==> config.mk <==
export PLATFORM = sky130hd
export DESIGN_NAME = flopr
export DESIGN_NICKNAME = d
export VERILOG_FILES = /design/src/rtl/flopenr.sv
export SDC_FILE = /design/constraint.sdc
export NUM_CORES = 1
export LEC_CHECK = 0
export BUFFER_PORTS_ARGS = -buffer_cell sky130_fd_sc_hd__buf_2
export CAP_MARGIN = 30
export CORE_AREA = 2 2 39 41
export DETAILED_ROUTE_END_ITERATION = 6
export DIE_AREA = 0 0 41 43
export PLACE_DENSITY_LB_ADDON = 0.3
export SYNTH_ARGS = -nofsm -noshare
export SYNTH_HDL_FRONTEND = slang
export SYNTH_SLANG_ARGS = --single-unit
==> constraint.sdc <==
create_clock -name ph1 -period 0.8 [get_ports ph1]
set_input_delay 0.04 -clock ph1 [delete_from_list [all_inputs] [get_ports ph1]]
set_output_delay 0.04 -clock ph1 [all_outputs]
set_load 0.02 [all_outputs]
==> src/rtl/flopenr.sv <==
// Memory-subsystem storage primitives: enabled register, plain register
// and a 2-to-4 one-hot decoder.

module flopenr #(
  parameter int WIDTH = 8
) (
  input  logic             ph1,
  input  logic             ph2,
  input  logic             reset,
  input  logic             en,
  input  logic [WIDTH-1:0] d,
  output logic [WIDTH-1:0] q
);

  logic [WIDTH-1:0] r_q;
  logic             w_unused_ph2;

  // ph2 exists only to keep the codebase's pin order
  assign w_unused_ph2 = ph2;

  always_ff @(posedge ph1) begin
    if (reset)
      r_q <= '0;
    else if (en)
      r_q <= d;
  end

  assign q = r_q;

endmodule

module flopr #(
  parameter int WIDTH = 8
) (
  input  logic             ph1,
  input  logic             ph2,
  input  logic             reset,
  input  logic [WIDTH-1:0] d,
  output logic [WIDTH-1:0] q
);

  flopenr #(
    .WIDTH (WIDTH)
  ) u_reg (
    .ph1   (ph1),
    .ph2   (ph2),
    .reset (reset),
    .en    (1'b1),
    .d     (d),
    .q     (q)
  );

endmodule


# == Yosys cells after proc, flatten, opt, wreduce, memory -nomap -nowiden ==
# Index checks and enable logic that the tools add are counted.
# word_totals
latchBits,0
word_cells,1
n_memories,0
regBits,8
rom_bits,0
in_bits,11
mem_bits_rw,0
output_inout_bits,8
# classes
reduce_logical,0
shifts,0
div_mod_pow,0
magnitude_cmp,0
n_mul,0
n_eq_ne,0
mux,0
n_addsub,0
n_bitwise,0

# == Longest topological paths before layout ==
# Gate-level depths: netlist of the first run.
# depth
depth_word,0
depth_mapped,1
depth_no_buf,1

# == Hierarchy ==
# Synthesis of the first run repeated with hierarchy kept, for this count alone.
# hier_totals
hier_cells,27
area_unflattened_um2,289.0
# modules_own_cells
module,instances,area_per_inst_um2,cells_each,seq_area_each_um2
flopenr,1,285.3,26,160.2
flopr,1,3.8,1,0.0

# == Least setup slack after synthesis of the first run ==
# Ideal clock, no wire load.
# synth_path
path_type,register to output
start,reg u_reg.r_q[0] (netlist: u_reg.q[0])
end,out q[0]
slack_ps,365
required_ps,760
path_stages_with_launch,1
arrival_ps,395
path_buffers,0
cell_sequence,dfxtp_1
# synth_rtl
item,line,text
"start, declared",15,logic [WIDTH-1:0] r_q;
"start signal, assigned",23,r_q <= '0;
"start signal, assigned",25,r_q <= d;
"end, declared",39,output logic [WIDTH-1:0] q
# No word-level cell between the ends.

# == Worst setup path in the final report of the first run ==
# layout_path
start,reg u_reg.r_q[6] (netlist: u_reg.q[6])
end,out q[6]
# No word-level cell between the ends.

==> results of run 1 <==
[power groups by stage]
stage                     Clock, W  Combinational [W]  Sequential (W)
after floorplan                  0          0.0000132        0.000462
after global placement           0          0.0000886        0.000432
after detailed placement         0          0.0000881        0.000433
after CTS                 0.000314          0.0000955        0.000424
after global routing      0.000340           0.000107        0.000427
final                     0.000287          0.0000983        0.000424
[worst max path at each step]
stage                     cells past startpoint  slack (ns)  startpoint    to
after floorplan                               0        0.36  u_reg.q[0]  q[0]
after global placement                        1        0.32  u_reg.q[3]  q[3]
after detailed placement                      1        0.31  u_reg.q[3]  q[3]
after CTS                                     1        0.04  u_reg.q[3]  q[3]
after global routing                          1        0.01  u_reg.q[2]  q[2]
final                                         1        0.07  u_reg.q[6]  q[6]
[layer usage]
layer  vias up  track usage [%]
met4         0             6.00
met3         2             3.66
met2        12             5.63
met1        81             6.75
met5         -                0
li1         94                -
[Yosys cell counts (all sizes together)]
library cell and n:
dfxtp 8, nor2b 8
[cells by family after synthesis]
kind of cell / Yosys count / synth area share (%)
AND/OR/NAND/NOR: 8 / 23.8
flip-flops: 8 / 76.2
[repair_timing]
action | CTS | global route
endpoints found under the setup margin | 0 | 1
hold endpoints to repair | 2 | 1
resized for setup | 0 | 1
hold buffers | 2 | 1
[metrics by stage]
step,setup slack (ns),std cells
5_1_grt,0.0145,55
4_1_cts,0.0427,54
3_5_place_dp,0.312,49
3_3_place_gp,0.322,49
2_1_floorplan,0.365,16
6_report,0.0650,55
[cell type report]
cell class	count	area (um^2)
sequential	8	160
fill	156	1010
multi-input combinational	8	50.0
clock buffer	3	22.5
timing repair buffer	20	118
tap	16	20.0
==> key figures, run 1 <==
Placement
  – Input/output buffers: 17
  – Instance area at placement: 315 um^2
  – Placer's final routability congestion estimate: 0.554

Layout
  – Fraction of layout cells with a size suffix above 1: 51.3%
  – Commonest cells after routing, fill and taps aside: 16 x sky130_fd_sc_hd__buf_2, 8 x sky130_fd_sc_hd__nor2b_1, 8 x sky130_fd_sc_hd__dfxtp_1
  – Final cell area excluding filler cells: 370 um^2
  – Final antenna diode count: 0
  – Fin nets: 52
  – Number of flip-flops under the largest register name: 8
  – Final core utilization: 26.8%
  – Area Overhead vs Synth: 76.2%
  – Most frequent standard cell in the layout excluding fill and tap cells: sky130_fd_sc_hd__buf_2

Setup path
  – CP Buf/Inv Count: 1
  – Cell with the largest stage delay on the worst path: sky130_fd_sc_hd__dfxtp_1
  – Data required time of the critical path: 0.76 ns
  – WP data arrival: 0.69 ns
  – Crit start category: flop
  – Largest fanout of any net on the critical path: 1
  – Kind of critical path: reg2out
  – Kind of cell with the highest combined delay on the critical path: flip-flops
  – Longest individual stage delay on the worst path: 0.30 ns
  – CP Capture Type: output port
  – Cell-by-cell trace of the critical path: buf_2

Routing
  – Met2 routed WL: 171 um
  – ANT nets after route: 0
  – Met3 wirelength from detailed routing: 75 um
  – Post-detailed-route wirelength per cell: 7.58 um
  – Routed via count: 189
  – Top layer in use: met4
  – Met1 WL: 164 um
  – Number of remaining DRC errors: 0
  – Via count normalized by instance count: 3.44
  – Number of violations reported at the end of detailed-routing iteration 0: 0
  – Total length of routed wires: 417 um
  – First-pass iteration count of the detailed router: 1

STA
  – Post-layout min period: 0.735 ns
  – Worst slew slack as a fraction of its limit: 90.3%
  – Hold slack: 0.00666 ns
  – Count of final hold-check violations: 0
  – Maximum clock rate: 1360 MHz
  – Count of final max-slew check failures: 0
  – Unrepaired setup endpoints after global routing: no
  – Worst-Margin Slew: 0.145 ns
  – Accumulated negative setup slack: 0 ns
  – Final period utilization: 91.9%
  – Final setup vio count: 0

Pwr
  – Power after layout: 0.000810 W
  – Net switching fraction of the power: 20.9%
  – Total internal power: 0.000641 W
  – Combinational power share: 12.1%
  – Static leakage: 0.184 nW
  – PwrDens: 2190 mW/mm^2
  – Part of the power in the clock network: 35.5%
  – Power spent charging and discharging nets: 0.000169 W
  – Share of total power in sequential cells: 52.4%
  – Max IR drop VDD: 0.000595 V

Die
  – Die outline height: 43 um
  – Num ports: 19
  – Core Area: 0.00138 mm^2
  – Horizontal die dimension: 41 um
  – Starting density of the core: 15.2%
  – Std cell rows: 14
  – Floorplan die area: 0.00176 mm^2

Clocking
  – Master cell of the clock root buffer: sky130_fd_sc_hd__clkbuf_4
  – Clock net sink count: 8
  – Buffer count from post-CTS setup fixing: 0
  – CTS tree: built
  – Clock buffers created by TritonCTS: 3
  – CTS clock-pin slew for the worst setup and hold paths: 0.05 ns
  – Number of buffers between clock root and the deepest sink: 2
  – Level count of the clock H-tree: 1

Global routing
  – Pin count of the biggest net entering global routing: 9
  – Global-route wire length before repair: 586 um
  – Total Routing Usage GR: 5.52%
  – Grt total ovfl: 0
  – Number of global-route vias before repair: 153
  – Number of antenna violations at the first check in global routing: 0

Synth
  – Cell area after synthesis: 210 um^2
  – Post-synthesis instance total: 16
  – Post-synthesis sequential area ratio: 76.2%
  – Syn nets: 27
  – Area leader, netlist: sky130_fd_sc_hd__dfxtp_1
  – Cell variety after synth: 2
  – Syn avg cell area: 13.1 um^2
  – Top-area cell type share of the netlist area: 76.2%
  – Number of warnings printed during yosys synthesis: 0
  – Synth area leaders: sky130_fd_sc_hd__dfxtp_1 76%, sky130_fd_sc_hd__nor2b_1 24%
  – Flip-flop and latch count after synthesis: 8

Min path
  – Worst Hold Path EP: u_reg.q[0]
  – Hold/Removal Path Class: in2reg
  – Hold Path Stages: 2
  – Hold Crit Start: d[0]

Outcome
  – Status: completed

Flow run
  – Max-Cap Viols: 0
Note: power is estimated with default switching activity, not from simulation.
==> run 2: changes to the inputs <==
--- a/config.mk
+++ b/config.mk
@@ -5,11 +5,12 @@
 export SDC_FILE = /design/constraint.sdc
 export NUM_CORES = 1
 export LEC_CHECK = 0
-export BUFFER_PORTS_ARGS = -buffer_cell sky130_fd_sc_hd__buf_2
+export BUFFER_PORTS_ARGS = -buffer_cell sky130_fd_sc_hd__clkbuf_2
 export CAP_MARGIN = 30
 export CORE_AREA = 2 2 39 41
 export DETAILED_ROUTE_END_ITERATION = 6
 export DIE_AREA = 0 0 41 43
+export GPL_ROUTABILITY_DRIVEN = 0
 export PLACE_DENSITY_LB_ADDON = 0.3
 export SYNTH_ARGS = -nofsm -noshare
 export SYNTH_HDL_FRONTEND = slang
==> key figures, run 2 (synthesized netlist as in run 1, its figures left out) <==
Die
  – Num ports: 19
  – Horizontal die dimension: 41 um
  – Starting density of the core: 15.2%
  – Std cell rows: 14
  – Core Area: 0.00138 mm^2
  – Floorplan die area: 0.00176 mm^2
  – Die outline height: 43 um

Layout
  – Most frequent standard cell in the layout excluding fill and tap cells: sky130_fd_sc_hd__clkbuf_2
  – Final antenna diode count: 0
  – Final cell area excluding filler cells: 358 um^2
  – Fin nets: 51
  – Area Overhead vs Synth: 70.2%
  – Commonest cells after routing, fill and taps aside: 17 x sky130_fd_sc_hd__clkbuf_2, 8 x sky130_fd_sc_hd__nor2b_1, 8 x sky130_fd_sc_hd__dfxtp_1
  – Non-Filler Instances: 54
  – Number of flip-flops under the largest register name: 8
  – Fill cell instance count of the final layout: 163
  – Fraction of layout cells with a size suffix above 1: 52.6%

Setup path
  – Kind of cell with the highest combined delay on the critical path: flip-flops
  – Cell-by-cell trace of the critical path: clkbuf_2
  – CP Buf/Inv Count: 1
  – Kind of critical path: reg2out
  – Largest fanout of any net on the critical path: 1
  – Crit start category: flop
  – WP data arrival: 0.72 ns
  – Longest individual stage delay on the worst path: 0.31 ns
  – CP Capture Type: output port
  – Data required time of the critical path: 0.76 ns
  – Cell with the largest stage delay on the worst path: sky130_fd_sc_hd__dfxtp_1

Routing
  – Routed via count: 180
  – First-pass iteration count of the detailed router: 1
  – Via count normalized by instance count: 3.33
  – Total length of routed wires: 442 um
  – Post-detailed-route wirelength per cell: 8.19 um
  – Number of violations reported at the end of detailed-routing iteration 0: 0
  – ANT nets after route: 0
  – Number of remaining DRC errors: 0

Clocking
  – Number of buffers between clock root and the deepest sink: 2
  – Master cell of the clock root buffer: sky130_fd_sc_hd__clkbuf_4
  – Level count of the clock H-tree: 1
  – CTS clock-pin slew for the worst setup and hold paths: 0.05 ns
  – Number of gates resized after cts: 0
  – Clock net sink count: 8
  – Clock buffers created by TritonCTS: 3
  – CTS tree: built

STA
  – Maximum clock rate: 1320 MHz
  – Worst slew slack as a fraction of its limit: 89.5%
  – Count of final max-slew check failures: 0
  – Count of final hold-check violations: 0
  – Post-layout worst setup margin: 0.0421 ns
  – Post-layout min period: 0.758 ns
  – Accumulated negative setup slack: 0 ns
  – Final period utilization: 94.7%
  – Unrepaired setup endpoints after global routing: no
  – Final setup vio count: 0
  – Worst-Margin Slew: 0.157 ns

Global routing
  – Number of antenna violations at the first check in global routing: 0
  – Grt total ovfl: 0
  – Global-route wire length before repair: 593 um
  – Pin count of the biggest net entering global routing: 9
  – Number of global-route vias before repair: 149
  – Total Routing Usage GR: 5.83%

Placement
  – Instance area at placement: 315 um^2
  – Cell count after placement: 49
  – Input/output buffers: 17
  – Post-placement worst setup slack: 0.311 ns

Min path
  – Hold/Removal Path Class: in2reg

Pwr
  – Max IR drop VDD: 0.000370 V
  – PwrDens: 2270 mW/mm^2
  – Static leakage: 0.179 nW

Flow run
  – Max-Cap Viols: 0

Outcome
  – Status: completed
run 2: cell count changes in the layout (fill, tap and decap cells not counted), sizes merged:
cell / delta
clkbuf: +17
buf: -17
dlygate4sd3: -1
run 2: metrics by stage:
step / power [W] / hold slack, ns / utilization (%)
2_1_floorplan: 0.000475 / 0.112 / -
3_3_place_gp: 0.000521 / 0.248 / 22.8
3_5_place_dp: 0.000522 / 0.257 / 22.8
4_1_cts: 0.000834 / 0.00235 / 25.1
5_1_grt: 0.000871 / 0.00948 / 25.9
6_report: 0.000813 / 0.00334 / 25.9
run 2: path summary, 6_finish.rpt:
path  startpoint         end  slack (ns)  cells after the start
max   u_reg.q[6]        q[6]        0.04                      1
min         d[6]  u_reg.q[6]       0.003                      2
run 2: power breakdown:
| group | total [W] | switching, W | internal, W |
|---|---|---|---|
| Clock | 0.000294 | 0.000123 | 0.000171 |
| Combinational | 0.0000933 | 0.0000481 | 0.0000451 |
| Sequential | 0.000425 | 0.00000478 | 0.000420 |
| Total | 0.000813 | 0.000176 | 0.000636 |
run 2: layout make-up:
class,instances,area [um^2],area share (%)
Timing Repair Buffer,19,105,29.4
Tap cell,16,20.0,5.59
Sequential cell,8,160,44.8
Multi-Input combinational cell,8,50.0,14.0
Clock buffer,3,22.5,6.29
run 2: layer usage:
metal / wire (um) / up-vias / global-route usage, % / share of wire (%)
li1: - / 93 / - / -
met1: 163 / 73 / 7.10 / 37
met2: 193 / 12 / 5.63 / 44
met3: 78 / 2 / 3.14 / 18
met4: 6 / 0 / 8.00 / 1.4
met5: 0 / - / 0 / 0
run 2: timing repair:
action,in CTS,in global routing
endpoints found under the hold margin,1,1
endpoints found under the setup margin,0,0
buffers inserted,0,0
hold buffers,1,1
==> run 3: changes to the inputs <==
--- a/config.mk
+++ b/config.mk
@@ -5,6 +5,7 @@
 export SDC_FILE = /design/constraint.sdc
 export NUM_CORES = 1
 export LEC_CHECK = 0
+export ABC_AREA = 1
 export BUFFER_PORTS_ARGS = -buffer_cell sky130_fd_sc_hd__clkbuf_2
 export CAP_MARGIN = 30
 export CORE_AREA = 2 2 39 41
==> key figures, run 3 <==
STA
  – Count of final max-slew check failures: 0
  – Unrepaired setup endpoints after global routing: no
  – Post-layout min period: 0.747 ns
  – Maximum clock rate: 1340 MHz
  – Worst slew slack as a fraction of its limit: 88.3%
  – Final setup vio count: 0
  – Final period utilization: 93.4%
  – Count of final hold-check violations: 0
  – Worst-Margin Slew: 0.175 ns
  – Accumulated negative setup slack: 0 ns

Placement
  – Input/output buffers: 17
  – Cell count after placement: 57
  – Instance area at placement: 325 um^2
  – HPWL after detailed placement: 318 um

Routing
  – Number of remaining DRC errors: 0
  – Met1 WL: 173 um
  – Routed via count: 218
  – Number of violations reported at the end of detailed-routing iteration 0: 0
  – Total length of routed wires: 451 um
  – Met2 routed WL: 225 um
  – Met3 wirelength from detailed routing: 51 um
  – Via count normalized by instance count: 3.21
  – First-pass iteration count of the detailed router: 1
  – Post-detailed-route wirelength per cell: 6.63 um
  – ANT nets after route: 0
  – Top layer in use: met3

Synth
  – Top-area cell type share of the netlist area: 69.2%
  – Cell area after synthesis: 231 um^2
  – Count of flip-flops with a built-in enable after synthesis: 0
  – Cell variety after synth: 4
  – Post-synthesis instance total: 25
  – Flip-flop and latch count after synthesis: 8
  – Syn avg cell area: 9.26 um^2
  – Most common library cells after synthesis: 8 x sky130_fd_sc_hd__dfxtp_1, 8 x sky130_fd_sc_hd__inv_1, 8 x sky130_fd_sc_hd__nor2_1
  – Syn nets: 36
  – Number of warnings printed during yosys synthesis: 0
  – Synth area leaders: sky130_fd_sc_hd__dfxtp_1 69%, sky130_fd_sc_hd__inv_1 13%, sky130_fd_sc_hd__nor2_1 13%
  – Post-synthesis async set-or-reset flop share: 0%
  – Post-synthesis sequential area ratio: 69.2%
  – Synth Flop Type: sky130_fd_sc_hd__dfxtp_1
  – Area leader, netlist: sky130_fd_sc_hd__dfxtp_1

Setup path
  – Kind of cell with the highest combined delay on the critical path: flip-flops
  – CP Capture Type: output port
  – CP Buf/Inv Count: 1
  – First element of the critical path: u_reg.q[2]
  – Worst setup path endpoint: q[2]
  – Data required time of the critical path: 0.76 ns
  – Longest individual stage delay on the worst path: 0.30 ns
  – Largest fanout of any net on the critical path: 1
  – Crit start category: flop
  – WP data arrival: 0.71 ns
  – Kind of critical path: reg2out
  – Depth of the critical timing path with buffers and inverters included: 1
  – Cell-by-cell trace of the critical path: clkbuf_2
  – Cell with the largest stage delay on the worst path: sky130_fd_sc_hd__dfxtp_1

Global routing
  – Number of global-route vias before repair: 194
  – Total Routing Usage GR: 7.42%
  – Grt total ovfl: 0
  – Global-route wire length before repair: 772 um
  – Pin count of the biggest net entering global routing: 9
  – Number of antenna violations at the first check in global routing: 0

Layout
  – Final cell area excluding filler cells: 433 um^2
  – Non-Filler Instances: 68
  – Fin nets: 65
  – Number of flip-flops under the largest register name: 8
  – Most frequent standard cell in the layout excluding fill and tap cells: sky130_fd_sc_hd__clkbuf_2
  – Final antenna diode count: 0
  – Area Overhead vs Synth: 87.0%
  – Commonest cells after routing, fill and taps aside: 14 x sky130_fd_sc_hd__clkbuf_2, 8 x sky130_fd_sc_hd__inv_1, 8 x sky130_fd_sc_hd__nor2_1, 8 x sky130_fd_sc_hd__dlygate4sd3_1, 8 x sky130_fd_sc_hd__dfxtp_1
  – Fraction of layout cells with a size suffix above 1: 38.5%

Clocking
  – Number of buffers between clock root and the deepest sink: 2
  – CTS tree: built
  – Clock net sink count: 8
  – Clock buffers created by TritonCTS: 3
  – Level count of the clock H-tree: 1
  – Master cell of the clock root buffer: sky130_fd_sc_hd__clkbuf_4
  – CTS clock-pin slew for the worst setup and hold paths: 0.05 ns

Die
  – Die outline height: 43 um
  – Horizontal die dimension: 41 um
  – Starting density of the core: 16.7%
  – Std cell rows: 14
  – Core Area: 0.00138 mm^2
  – Floorplan die area: 0.00176 mm^2
  – Num ports: 19

Pwr
  – Static leakage: 0.247 nW
  – Max IR drop VDD: 0.000690 V
  – Power after layout: 0.000850 W
  – PwrDens: 1960 mW/mm^2

Min path
  – Hold/Removal Path Class: in2reg

Flow run
  – Max-Cap Viols: 0

Outcome
  – Status: completed
## run 3: cell types whose count changed after synthesis, sizes merged
cell	before	now
nor2	0	8
inv	0	8
buf	0	1
nor2b	8	0
## run 3: stage by stage
stage | hold slack, ns | setup WS, ns | utilization, %
after floorplan | 0.147 | 0.365 | -
after global placement | 0.234 | 0.316 | 23.5
after detailed placement | 0.239 | 0.312 | 23.5
after CTS | 0.0828 | 0.0340 | 30.9
after global routing | 0.0848 | 0.00289 | 31.3
final | 0.0792 | 0.0528 | 31.3
## run 3: final cells by class
type	instances	area (um^2)
Inverter	8	30.0
Tap cell	16	20.0
Clock buffer	3	22.5
Sequential cell	8	160
Multi-Input combinational cell	8	30.0
Timing Repair Buffer	25	170
Fill cell	147	951
## run 3: how the worst min path moves through the flow
| stage | from | end | slack, ns | cells after the start |
|---|---|---|---|---|
| 2_1_floorplan | d[0] | u_reg.q[0] | 0.15 | 2 |
| 3_3_place_gp | d[6] | u_reg.q[6] | 0.23 | 3 |
| 3_5_place_dp | d[0] | u_reg.q[0] | 0.24 | 3 |
| 4_1_cts | reset | u_reg.q[0] | 0.08 | 2 |
| 5_1_grt | reset | u_reg.q[3] | 0.08 | 2 |
| 6_report | reset | u_reg.q[0] | 0.08 | 2 |
## run 3: cell families after synthesis
logic type	synth area share (%)
DFF	69.2
and+or+nand+nor	13.0
buffers and inverters	17.8
## run 3: routing by layer
metal,vias up,global-route usage (%)
li1,121,-
met1,87,8.01
met2,10,8.75
met3,0,4.71
met4,0,8.00
met5,-,0
## run 3: timing repair
item,in CTS,in global routing
setup buffers,0,0
endpoints found under the setup margin,0,3
gates resized for setup,0,5
hold buffers,8,0
endpoints found under the hold margin,8,0
## run 3: power by group
group	switching [W]	leakage, nW	internal, W
clock network	0.000132	0.0138	0.000171
registers	0.00000415	0.0667	0.000420
logic	0.0000583	0.166	0.0000646
